### src/rtl/constants.sv
// Shared constants for the multi-cycle execution scheduler: FSM state
// encoding, default unit latencies and the writeback unit codes.
package constants;

  typedef enum logic [1:0] {
    ST_IDLE = 2'd0,
    ST_RUN  = 2'd1,
    ST_WB   = 2'd2
  } state_e;

  localparam int DEFAULT_MUL_LAT   = 3;
  localparam int DEFAULT_DIV_LAT   = 33;
  localparam int DEFAULT_CLMUL_LAT = 33;

  // Counter wide enough for LAT-1 with LAT up to 64.
  localparam int CNT_W = 6;

  localparam logic [1:0] UNIT_MUL   = 2'd0;
  localparam logic [1:0] UNIT_DIV   = 2'd1;
  localparam logic [1:0] UNIT_CLMUL = 2'd2;

endpackage

### src/rtl/wires.sv
// Bundled views of the scheduler's inputs and outputs, used inside the top
// level to keep the datapath readable.
package wires;

  typedef struct packed {
    logic       issue_valid;
    logic       issue_mult;
    logic       issue_division;
    logic       issue_bitc;
    logic [4:0] issue_waddr;
    logic       issue_wren;
    logic       flush;
    logic       rden1;
    logic       rden2;
    logic [4:0] raddr1;
    logic [4:0] raddr2;
    logic       wb_ready;
  } exec_sched_in_type;

  typedef struct packed {
    logic       issue_ready;
    logic [2:0] unit_start;
    logic       unit_kill;
    logic       hazard;
    logic       stall;
    logic       wb_valid;
    logic [1:0] wb_unit;
    logic [4:0] wb_waddr;
    logic       wb_wren;
    logic       err;
  } exec_sched_out_type;

endpackage

### src/rtl/exec_hazard.sv
// Read-after-write check of the younger instruction's sources against the
// destination of the operation currently in flight.
module exec_hazard (
  input  logic       active_i,
  input  logic       wren_i,
  input  logic [4:0] waddr_i,
  input  logic       rden1_i,
  input  logic [4:0] raddr1_i,
  input  logic       rden2_i,
  input  logic [4:0] raddr2_i,
  output logic       hazard_o
);

  // A hit on either enabled read port stalls the younger instruction.
  assign hazard_o = active_i & wren_i &
                    ((rden1_i & (raddr1_i == waddr_i)) |
                     (rden2_i & (raddr2_i == waddr_i)));

endmodule

### src/rtl/exec_sched.sv
// Scheduler for one outstanding multi-cycle operation (mul, div, clmul):
// accepts an issue, times the unit latency, presents the result for
// writeback and reports hazards for younger reads.
module exec_sched
  import constants::*;
  import wires::*;
#(
  parameter int MUL_LAT   = DEFAULT_MUL_LAT,
  parameter int DIV_LAT   = DEFAULT_DIV_LAT,
  parameter int CLMUL_LAT = DEFAULT_CLMUL_LAT
) (
  input  logic       clock,
  input  logic       reset,
  input  logic       issue_valid,
  input  logic       issue_mult,
  input  logic       issue_division,
  input  logic       issue_bitc,
  input  logic [4:0] issue_waddr,
  input  logic       issue_wren,
  output logic       issue_ready,
  input  logic       flush,
  input  logic       rden1,
  input  logic       rden2,
  input  logic [4:0] raddr1,
  input  logic [4:0] raddr2,
  output logic [2:0] unit_start,
  output logic       unit_kill,
  output logic       hazard,
  output logic       stall,
  output logic       wb_valid,
  input  logic       wb_ready,
  output logic [1:0] wb_unit,
  output logic [4:0] wb_waddr,
  output logic       wb_wren,
  output logic       err
);

  localparam logic [CNT_W-1:0] MUL_CNT   = CNT_W'(MUL_LAT - 1);
  localparam logic [CNT_W-1:0] DIV_CNT   = CNT_W'(DIV_LAT - 1);
  localparam logic [CNT_W-1:0] CLMUL_CNT = CNT_W'(CLMUL_LAT - 1);

  exec_sched_in_type  in_s;
  exec_sched_out_type out_s;

  state_e           state_q, state_d;
  logic [CNT_W-1:0] cnt_q, cnt_d;
  logic [1:0]       unit_q, unit_d;
  logic [4:0]       waddr_q, waddr_d;
  logic             wren_q, wren_d;

  logic             ready;
  logic             one_flag;
  logic             offered;
  logic             accept;
  logic [1:0]       sel_unit;
  logic [CNT_W-1:0] sel_cnt;
  logic             hazard_w;

  assign in_s = '{
    issue_valid:    issue_valid,
    issue_mult:     issue_mult,
    issue_division: issue_division,
    issue_bitc:     issue_bitc,
    issue_waddr:    issue_waddr,
    issue_wren:     issue_wren,
    flush:          flush,
    rden1:          rden1,
    rden2:          rden2,
    raddr1:         raddr1,
    raddr2:         raddr2,
    wb_ready:       wb_ready
  };

  // Issue handshake: idle, or draining WB this cycle without a flush. A
  // flush blocks acceptance in every state; reset blocks all pulses.
  always_comb begin
    ready    = (state_q == ST_IDLE) |
               ((state_q == ST_WB) & in_s.wb_ready & ~in_s.flush);
    one_flag = $onehot({in_s.issue_bitc, in_s.issue_division, in_s.issue_mult});
    offered  = in_s.issue_valid & ready & ~reset;
    accept   = offered & one_flag & ~in_s.flush;
  end

  // Unit code and counter preload for the flagged unit.
  // NOTE: every output gets a default first so no path leaves it unassigned
  // and no latch is inferred.
  always_comb begin
    sel_unit = UNIT_MUL;
    sel_cnt  = MUL_CNT;
    if (in_s.issue_division) begin
      sel_unit = UNIT_DIV;
      sel_cnt  = DIV_CNT;
    end else if (in_s.issue_bitc) begin
      sel_unit = UNIT_CLMUL;
      sel_cnt  = CLMUL_CNT;
    end
  end

  // Next-state logic: count down in RUN, hold in WB until drained, and drop
  // everything on a flush once an operation is in flight.
  always_comb begin
    state_d = state_q;
    cnt_d   = cnt_q;
    unit_d  = unit_q;
    waddr_d = waddr_q;
    wren_d  = wren_q;
    unique case (state_q)
      ST_IDLE: ;
      ST_RUN: begin
        if (in_s.flush)          state_d = ST_IDLE;
        else if (cnt_q == '0)    state_d = ST_WB;
        else                     cnt_d   = cnt_q - 1'b1;
      end
      ST_WB: begin
        if (in_s.flush)          state_d = ST_IDLE;
        else if (in_s.wb_ready)  state_d = ST_IDLE;
      end
      default:                   state_d = ST_IDLE;
    endcase
    // Acceptance is only possible from IDLE or a draining WB, so it can
    // override whatever the case above chose.
    if (accept) begin
      state_d = ST_RUN;
      cnt_d   = sel_cnt;
      unit_d  = sel_unit;
      waddr_d = in_s.issue_waddr;
      wren_d  = in_s.issue_wren;
    end
  end

  // State and latched-operation registers with synchronous reset.
  // NOTE: sequential state uses non-blocking assignments so all registers
  // update together from pre-edge values.
  always_ff @(posedge clock) begin
    if (reset) begin
      state_q <= ST_IDLE;
      cnt_q   <= '0;
      unit_q  <= UNIT_MUL;
      waddr_q <= '0;
      wren_q  <= 1'b0;
    end else begin
      state_q <= state_d;
      cnt_q   <= cnt_d;
      unit_q  <= unit_d;
      waddr_q <= waddr_d;
      wren_q  <= wren_d;
    end
  end

  exec_hazard u_hazard (
    .active_i (state_q != ST_IDLE),
    .wren_i   (wren_q),
    .waddr_i  (waddr_q),
    .rden1_i  (in_s.rden1),
    .raddr1_i (in_s.raddr1),
    .rden2_i  (in_s.rden2),
    .raddr2_i (in_s.raddr2),
    .hazard_o (hazard_w)
  );

  // Output bundle: start/kill/err are single-cycle pulses, wb_* reflect the
  // latched operation.
  always_comb begin
    out_s             = '0;
    out_s.issue_ready = ready;
    out_s.unit_start  = accept ? {in_s.issue_bitc, in_s.issue_division, in_s.issue_mult}
                               : 3'b000;
    out_s.unit_kill   = in_s.flush & (state_q != ST_IDLE) & ~reset;
    out_s.hazard      = hazard_w;
    out_s.stall       = in_s.issue_valid & ~ready;
    out_s.wb_valid    = (state_q == ST_WB);
    out_s.wb_unit     = unit_q;
    out_s.wb_waddr    = waddr_q;
    out_s.wb_wren     = wren_q;
    out_s.err         = offered & ~one_flag;
  end

  assign issue_ready = out_s.issue_ready;
  assign unit_start  = out_s.unit_start;
  assign unit_kill   = out_s.unit_kill;
  assign hazard      = out_s.hazard;
  assign stall       = out_s.stall;
  assign wb_valid    = out_s.wb_valid;
  assign wb_unit     = out_s.wb_unit;
  assign wb_waddr    = out_s.wb_waddr;
  assign wb_wren     = out_s.wb_wren;
  assign err         = out_s.err;

endmodule

### config.mk
export PLATFORM = sky130hd
export DESIGN_NAME = exec_sched
export DESIGN_NICKNAME = d
export VERILOG_FILES = /design/src/rtl/constants.sv /design/src/rtl/wires.sv /design/src/rtl/exec_hazard.sv /design/src/rtl/exec_sched.sv
export SDC_FILE = /design/constraint.sdc
export NUM_CORES = 1
export LEC_CHECK = 0
export CAP_MARGIN = 0
export CORE_ASPECT_RATIO = 0.6
export CORE_MARGIN = 10
export CORE_UTILIZATION = 41
export DETAILED_ROUTE_END_ITERATION = 8
export GPL_ROUTABILITY_DRIVEN = 0
export PLACE_DENSITY = 0.8
export SETUP_SLACK_MARGIN = 0.4
export SYNTH_ARGS = -nofsm -noshare
export SYNTH_HDL_FRONTEND = slang
export SYNTH_HIERARCHICAL = 1
export SYNTH_SLANG_ARGS = --single-unit
### constraint.sdc
create_clock -name clock -period 3.25 [get_ports clock]
set_input_delay 0.8125 -clock clock [delete_from_list [all_inputs] [get_ports clock]]
set_output_delay 0.8125 -clock clock [all_outputs]
set_load 0.01 [all_outputs]
==> results.toml, run 1 <==
[layout]
final_nets = 193
diodes = 0
syn_to_final_growth_pct = 66.71
final_cell_area_um2 = 1579
layout-drive-gt1-share_pct = 24.07

[drt]
drtPass1Iterations = 4
drtIter0Drc = 43
viasPerCell = 4.911
vias = 943
route.detailed.wl_per_inst_um = 15.92
route.detailed.drc = 0
routed_wl_mm = 3.057
final_antenna_net_count = 0

[floorplan]
rows = 13
die_area_um2 = 4696
boundaryPins = 43
core_area_um2 = 2180
die_x_um = 82.05
fp.dieH_um = 57.23
start_util_pct = 43.46

[yosys]
synth_flop_cell = "dfxtp_1"
avgSynthCellArea_um2 = 8.935
yosysUniqueCellTypes = 31
ys_seq_area_share_pct = 33.82
yosysWarnings = 6
synth_seq_cells = 16
syn_nets = 135
synth-edff-count = 0
syn_inst = 106
synth_largest_area_cell = "dfxtp_1"
ys_async_sr_fraction_pct = 0
synthTopCellsByArea = "dfxtp_1 34%, xnor2_1 10%, mux2i_1 7.4%"
syn_area_um2 = 947.2
synth_top_area_share_pct = 33.82

[setup_path]
cp_max_fo = 4
end_kind = "output port"
worstPathArrival_ns = 2.06
required_ns = 2.44
startpoint_type = "input port"
crit_type = "input port to output port"

[flow_run]
max_cap_violations = 0

[clocking]
cts_tree = "built"
cts.reportedPaths.clkPinSlew_ns = 0.06
numCtsBuffers = 3
cts_max_path_buffers = 2
cts.htree.levels = 1
clock_latency_ns = 0.25
cts-root-buf = "clkbuf_8"
cts_sinks = 16
ctsHoldBuffers = 0

[placed_design]
placed_area_um2 = 1503
dp_hpwl_mm = 2.477
port_buffers = 42
dp_slack_ns = -0.7120

[timing]
slew_headroom_pct = 71.01
rsz0062_at_grt = "yes"
finalCritPeriodShare_pct = 88.29
hold_viol_final = 0
setup_ws_ns = 0.3807
fmax_mhz = 348.5
slew_viol_final = 0
worstMarginPinSlew_ns = 0.4309
post-route-min-period_ns = 2.869
setup_violations = 0
fin_skew_ns = 0.001388

[grt]
grt_max_degree = 13
antenna_found_initial = 0
grt_pass1_vias = 1024
gr-total-overflow = 0
grt_pass1_wl_mm = 5.071
gr-usage-all-layers_pct = 13.62

[pwr]
irDropWorstVdd_uv = 171.0
power.density_nw_per_um2 = 281.5
leakagePower_nw = 0.6662

[run_status]
status = "finished, final reports clean"

[hold_path]
hold_path_class = "flip-flop to flip-flop"
cells by family (layout without fill, tap and decap cells):
kind of cell | count (synthesis) | in the layout | synth area share, %
AO/OA/AOI/OAI | 15 | 15 | 10.83
XOR/XNOR | 14 | 14 | 12.95
adder cells (fa/ha/maj) | 3 | 3 | 4.755
buffers and inverters | 9 | 65 | 4.490
flip-flops | 16 | 16 | 33.82
multiplexers | 7 | 7 | 7.398
AND/OR/NAND/NOR | 42 | 42 | 25.76
stage by stage:
| stage | hold slack [ns] | total power, mW | cells | utilization, % | TNS (ns) |
|---|---|---|---|---|---|
| after floorplan | 0.4710 | 0.2365 | 106 | - | 0 |
| after global placement | 0.4399 | 0.2917 | 187 | 68.94 | -2.250 |
| after detailed placement | 0.4503 | 0.2944 | 187 | 68.94 | -2.693 |
| after CTS | 0.4649 | 0.4411 | 191 | 70.49 | 0 |
| after global routing | 0.4834 | 0.4674 | 192 | 72.45 | 0 |
| final | 0.4692 | 0.4445 | 192 | 72.45 | 0 |
cells in the final DEF, fill, tap and decap left out, types with 2 or more instances in the layout:
cell and n:
nand2b_1 2, nor2_4 2, nand4_1 5, xor2_1 3, nor2_1 13, inv_1 3
clkdlybuf4s50_1 31, buf_4 14, mux2i_1 7, xnor2_1 11, nand2_1 2, buf_6 5
dfxtp_1 16, clkbuf_8 3, and3b_1 2, ha_1 2, o22ai_1 2, nor2b_1 3
nor3_1 3, a21oi_1 4, or3_1 2, o211ai_1 3
sequential cells by signal, summed over array words and instances (netlist names):
| name | count |
|---|---|
| state_q | 2 |
| wb_wren | 1 |
| wb_waddr | 5 |
| wb_unit | 2 |
| cnt_q | 6 |
Yosys cell counts (3+ instances only):
cell / number
mux2i_1: 7
dfxtp_1: 16
nand2b_1: 3
a21oi_1: 5
inv_1: 6
nand4_1: 5
xnor2_1: 11
xor2_1: 3
o211ai_1: 3
nor2_1: 16
nor3_1: 3
nor2b_1: 4
final timing paths:
path,cells after the start,slack (ns),to,start
worst max-delay path,8,0.38,unit_start[0],issue_mult
worst min-delay path,2,0.47,wb_unit[0],wb_unit[0]
worst max register to register,4,1.67,cnt_q[5],state_q[0]
worst min register to register,2,0.47,wb_unit[0],wb_unit[0]
what timing repair did:
action | 4_1_cts | 5_1_grt
cloned | 0 | 0
pin swaps | 2 | 3
resized for setup | 41 | 9
setup endpoints to repair | 11 | 7
setup buffers | 1 | 1
per-layer routing:
layer	part of all wire, %	wire length, µm	global-route usage (%)	vias to the layer above
li1	-	-	-	477
met1	41	1252	15.84	431
met5	0	0	0	-
met2	53	1608	23.50	31
met4	0.92	28	4.348	0
met3	5.5	167	3.750	4
where the power goes:
group / switching [mW] / internal, mW / total, mW
Combinational: 0.0352 / 0.0600 / 0.0952
Clock: 0.0654 / 0.0822 / 0.148
Sequential: 0.00294 / 0.199 / 0.202
cell type report:
| type | instances | area, µm² |
|---|---|---|
| Sequential cell | 16 | 320.3 |
| Timing Repair Buffer | 56 | 526.8 |
| Multi-Input combinational cell | 81 | 615.6 |
| Clock buffer | 3 | 41.29 |
| Fill cell | 162 | 600.6 |
| Inverter | 6 | 37.54 |
| Tap cell | 30 | 37.54 |
worst max-delay path, cell delays in order:
cell and delay [ns]:
buf_8 0.09, inv_12 0.03, fa_1 0.49, nor2b_2 0.17
nand4_1 0.12, buf_6 0.16, nor2_2 0.06, buf_2 0.13
Note: power is estimated with default switching activity, not from simulation.
==> inputs of run 2 (changes only) <==
- SKIP_CTS_REPAIR_TIMING: not set -> 1
==> results.toml, run 2 (synthesis results as in run 1) <==
[pwr]
power.density_nw_per_um2 = 281.4
power_frac_seq_pct = 45.5
p_int_mw = 0.3378
p_sw_mw = 0.1048
clock_power_share_pct = 33.8
irDropWorstVdd_uv = 180.2
power_frac_comb_pct = 20.7
swShare_pct = 23.69
power_mw = 0.4426
leakagePower_nw = 0.7262

[layout]
multi_input_area_um2 = 610.6
final_common_cell = "clkdlybuf4s50_1"
largest_register_ffs = 6
register_area_um2 = 320.3
final_nets = 193
nFillCells = 165
final_core_util_pct = 72.16
top_register = "cnt_q"
layout-drive-gt1-share_pct = 22.84
syn_to_final_growth_pct = 66.05
final_cell_mix = "30 x clkdlybuf4s50_1, 16 x dfxtp_1, 14 x buf_4, 13 x nor2_1, 11 x xnor2_1"
diodes = 0

[clocking]
cts.htree.levels = 1
numCtsBuffers = 3
clock_latency_ns = 0.25
cts_max_path_buffers = 2
cts_sinks = 16
cts_tree = "built"
cts-root-buf = "clkbuf_8"
cts.reportedPaths.clkPinSlew_ns = 0.06

[hold_path]
whs_path_depth = 2
holdCritStartpoint = "wb_unit[0]"
min_to = "wb_unit[0]"
hold_path_class = "flip-flop to flip-flop"

[timing]
worstMarginPinSlew_ns = 0.4254
finalCritPeriodShare_pct = 89.59
post-route-min-period_ns = 2.912
slew_viol_final = 0
hold_viol_final = 0
fmax_mhz = 343.4
setup_violations = 0
slew_headroom_pct = 71.38
rsz0062_at_grt = "yes"
holdWs_ns = 0.4650
fin_skew_ns = 0.001745

[setup_path]
end_kind = "output port"
worstPathArrival_ns = 2.10
required_ns = 2.44
reg2reg_slack_ns = 1.61
startpoint_type = "input port"
slowest_stage = "fa_1"
r2r_start = "state_q[0]"
crit_buf_inv = 4
r2r_end = "cnt_q[5]"
crit_chain = "buf_8, inv_12, fa_1, nor2b_2, nand4_1, buf_6, nor2_2, clkbuf_2"
crit_type = "input port to output port"
cp_max_fo = 4
critical-path-max-stage-delay_ns = 0.49
crit_family = "adder cells"
r2r_cells = 6

[placed_design]
port_buffers = 42
dp_hpwl_mm = 2.477

[grt]
gr-total-overflow = 0
antenna_found_initial = 0
grt_max_degree = 13
gr-usage-all-layers_pct = 13.59
grt_pass1_wl_mm = 5.064
grt_pass1_vias = 1014

[drt]
viasPerCell = 4.917
final_antenna_net_count = 0
vias = 944
routed_wl_mm = 3.064
route.detailed.wl_per_inst_um = 15.96
route.detailed.drc = 0
drtIter0Drc = 38
drtPass1Iterations = 4

[floorplan]
core_area_um2 = 2180
die_x_um = 82.05
die_area_um2 = 4696
boundaryPins = 43
rows = 13
fp.dieH_um = 57.23
start_util_pct = 43.46

[run_status]
status = "finished, final reports clean"

[flow_run]
max_cap_violations = 0
[run 2: cell types whose count changed in the layout (fill, tap and decap cells not counted), sizes merged]
cell           before  now
buf                21   18
clkbuf              4    6
clkdlybuf4s15       2    0
clkdlybuf4s50      31   30
dlygate4sd2         1    0
dlymetal6s2s        0    5
[run 2: how the worst max path moves through the flow]
| stage | start | depth (start not counted) | to | slack (ns) |
|---|---|---|---|---|
| detailed placement | issue_mult | 7 | unit_start[2] | -0.71 |
| CTS | issue_mult | 7 | unit_start[2] | -0.72 |
| finish | issue_mult | 8 | unit_start[1] | 0.34 |
| global placement | issue_mult | 7 | unit_start[2] | -0.60 |
| global route | issue_mult | 8 | unit_start[1] | 0.29 |
| floorplan | issue_mult | 6 | unit_start[0] | 0.37 |
[run 2: area by class of cell]
cell class | count | area share [%]
Clock buffer | 3 | 2.625
Inverter | 6 | 2.387
Multi-Input combinational cell | 81 | 38.82
Sequential cell | 16 | 20.37
Tap cell | 30 | 2.387
Timing Repair Buffer | 56 | 33.41
[run 2: power groups by stage]
stage / sequential [mW] / clock, mW / combinational, mW
2_1_floorplan: 0.206 / 0 / 0.0305
3_3_place_gp: 0.206 / 0 / 0.0861
3_5_place_dp: 0.206 / 0 / 0.0886
4_1_cts: 0.202 / 0.150 / 0.0893
5_1_grt: 0.202 / 0.163 / 0.0977
6_report: 0.202 / 0.149 / 0.0915
[run 2: worst register-to-register path: stages, from the launching register on]
cell and delay [ns]:
dfxtp_1 0.37, nor2_1 0.21, nand4_1 0.16, buf_6 0.17, buf_4 0.19, nor4_1 0.33
a211oi_2 0.08
[run 2: stage by stage]
stage / instances / instance area (µm²) / setup slack, ns / TNS, ns
6_report: 192 / 1573 / 0.3383 / 0
5_1_grt: 192 / 1573 / 0.2869 / 0
4_1_cts: 190 / 1544 / -0.7241 / -2.676
3_5_place_dp: 187 / 1503 / -0.7120 / -2.693
3_3_place_gp: 187 / 1503 / -0.5969 / -2.250
2_1_floorplan: 106 / 980.9 / 0.3735 / 0
[run 2: metal layers]
| metal | GRT usage, % | part of all wire (%) |
|---|---|---|
| met5 | 0 | 0 |
| met4 | 4.348 | 0.98 |
| met1 | 15.84 | 42 |
| met3 | 4.375 | 5.1 |
| met2 | 22.94 | 52 |
==> inputs of run 3 (changes only) <==
- REMOVE_ABC_BUFFERS: not set -> 1
==> results.toml, run 3 (synthesis results as in run 1) <==
[setup_path]
cp_max_fo = 4
end_kind = "output port"
cp_common_cell = "buf_4"
crit_chain = "buf_8, inv_4, fa_1, nor2b_2, nand4_1, buf_4, buf_4, nor2_4, buf_2"
worstPathArrival_ns = 2.25
crit_type = "input port to output port"
r2r_cells = 6
startpoint_type = "input port"
required_ns = 2.44
critical-path-max-stage-delay_ns = 0.48
slowest_stage = "fa_1"

[timing]
fmax_mhz = 326.6
slew_viol_final = 0
post-route-min-period_ns = 3.062
rsz0062_at_grt = "yes"
setup_ws_ns = 0.1881
setup_violations = 0
finalCritPeriodShare_pct = 94.21
fin_skew_ns = 0.001688
slew_headroom_pct = 65.38
hold_viol_final = 0
worstMarginPinSlew_ns = 0.5146

[pwr]
power.density_nw_per_um2 = 302.9
clock_power_share_pct = 38.2
p_int_mw = 0.3624
leakagePower_nw = 0.6740
irDropWorstVdd_uv = 220.3
p_sw_mw = 0.1084
power_frac_comb_pct = 18.9
swShare_pct = 23.02
power_frac_seq_pct = 42.8

[drt]
drtIter0Drc = 43
vias = 959
final_antenna_net_count = 0
routed_wl_mm = 3.231
viasPerCell = 4.943
drtPass1Iterations = 4
route.detailed.wl_per_inst_um = 16.65
route.detailed.drc = 0

[layout]
layout-drive-gt1-share_pct = 23.78
final_nets = 194
final_common_cell = "clkdlybuf4s50_1"
largest_register_ffs = 6
final_cell_mix = "31 x clkdlybuf4s50_1, 16 x dfxtp_1, 15 x buf_4, 14 x nor2_1, 11 x xnor2_1"
final_cell_area_um2 = 1554
syn_to_final_growth_pct = 64.07
diodes = 0
top_register = "cnt_q"

[grt]
antenna_found_initial = 0
grt_pass1_vias = 992
gr-total-overflow = 0
gr-usage-all-layers_pct = 13.44
grt_max_degree = 13
grt_pass1_wl_mm = 4.988

[clocking]
cts.reportedPaths.clkPinSlew_ns = 0.06
cts.htree.levels = 1
clock_latency_ns = 0.25
numCtsBuffers = 3
cts_sinks = 16
cts_max_path_buffers = 2
cts-root-buf = "clkbuf_8"
cts_tree = "built"

[floorplan]
core_area_um2 = 2180
die_area_um2 = 4696
fp.dieH_um = 57.23
rows = 13
start_util_pct = 43.46
boundaryPins = 43
die_x_um = 82.05

[hold_path]
hold_path_class = "flip-flop to flip-flop"
whs_path_depth = 2

[placed_design]
dp_slack_ns = -0.5213
dp_hpwl_mm = 2.630
placed_area_um2 = 1475
port_buffers = 42

[flow_run]
max_cap_violations = 0

[run_status]
status = "finished, final reports clean"
[run 3: metrics by stage]
| stage | power (mW) | hold slack [ns] | utilization, % | setup TNS (ns) | std cells |
|---|---|---|---|---|---|
| after global routing | 0.4894 | 0.5097 | 71.30 | 0 | 194 |
| after floorplan | 0.2322 | 0.4700 | - | 0 | 103 |
| final | 0.4707 | 0.4717 | 71.30 | 0 | 194 |
| after CTS | 0.4683 | 0.4722 | 70.21 | -1.950 | 191 |
| after global placement | 0.2871 | 0.4433 | 67.68 | -1.668 | 187 |
| after detailed placement | 0.2903 | 0.4546 | 67.68 | -1.919 | 187 |
[run 3: area by class of cell]
cell class / instances / area (µm²)
Clock buffer: 4 / 55.05
Timing Repair Buffer: 57 / 515.5
Tap cell: 30 / 37.54
Fill cell: 164 / 625.6
Multi-Input combinational cell: 81 / 600.6
Sequential cell: 16 / 320.3
Inverter: 6 / 25.02
[run 3: worst max-delay path: cells and delay by family]
| family | cells | cell delay [ns] |
|---|---|---|
| fa+ha+maj | 1 | 0.48 |
| buf+inv | 5 | 0.57 |
| simple gates | 3 | 0.38 |
[run 3: layer usage]
metal	global-route usage, %	up-vias	routed length (µm)
li1	-	486	-
met1	15.26	434	1288
met2	23.83	30	1685
met3	3.906	9	198
met4	3.623	0	59
met5	0	-	0
[run 3: final timing paths]
path / from / endpoint / slack, ns
worst max-delay path: issue_mult / unit_start[1] / 0.19
worst min-delay path: wb_unit[0] / wb_unit[0] / 0.47
worst max register to register: state_q[0] / cnt_q[5] / 1.56
worst min register to register: wb_unit[0] / wb_unit[0] / 0.47
[run 3: power by group through the flow]
stage	logic (mW)	registers (mW)	clock network, mW
floorplan	0.0261	0.206	0
finish	0.0892	0.202	0.180
CTS	0.0848	0.202	0.182
detailed placement	0.0844	0.206	0
global placement	0.0814	0.206	0
global route	0.0956	0.202	0.192
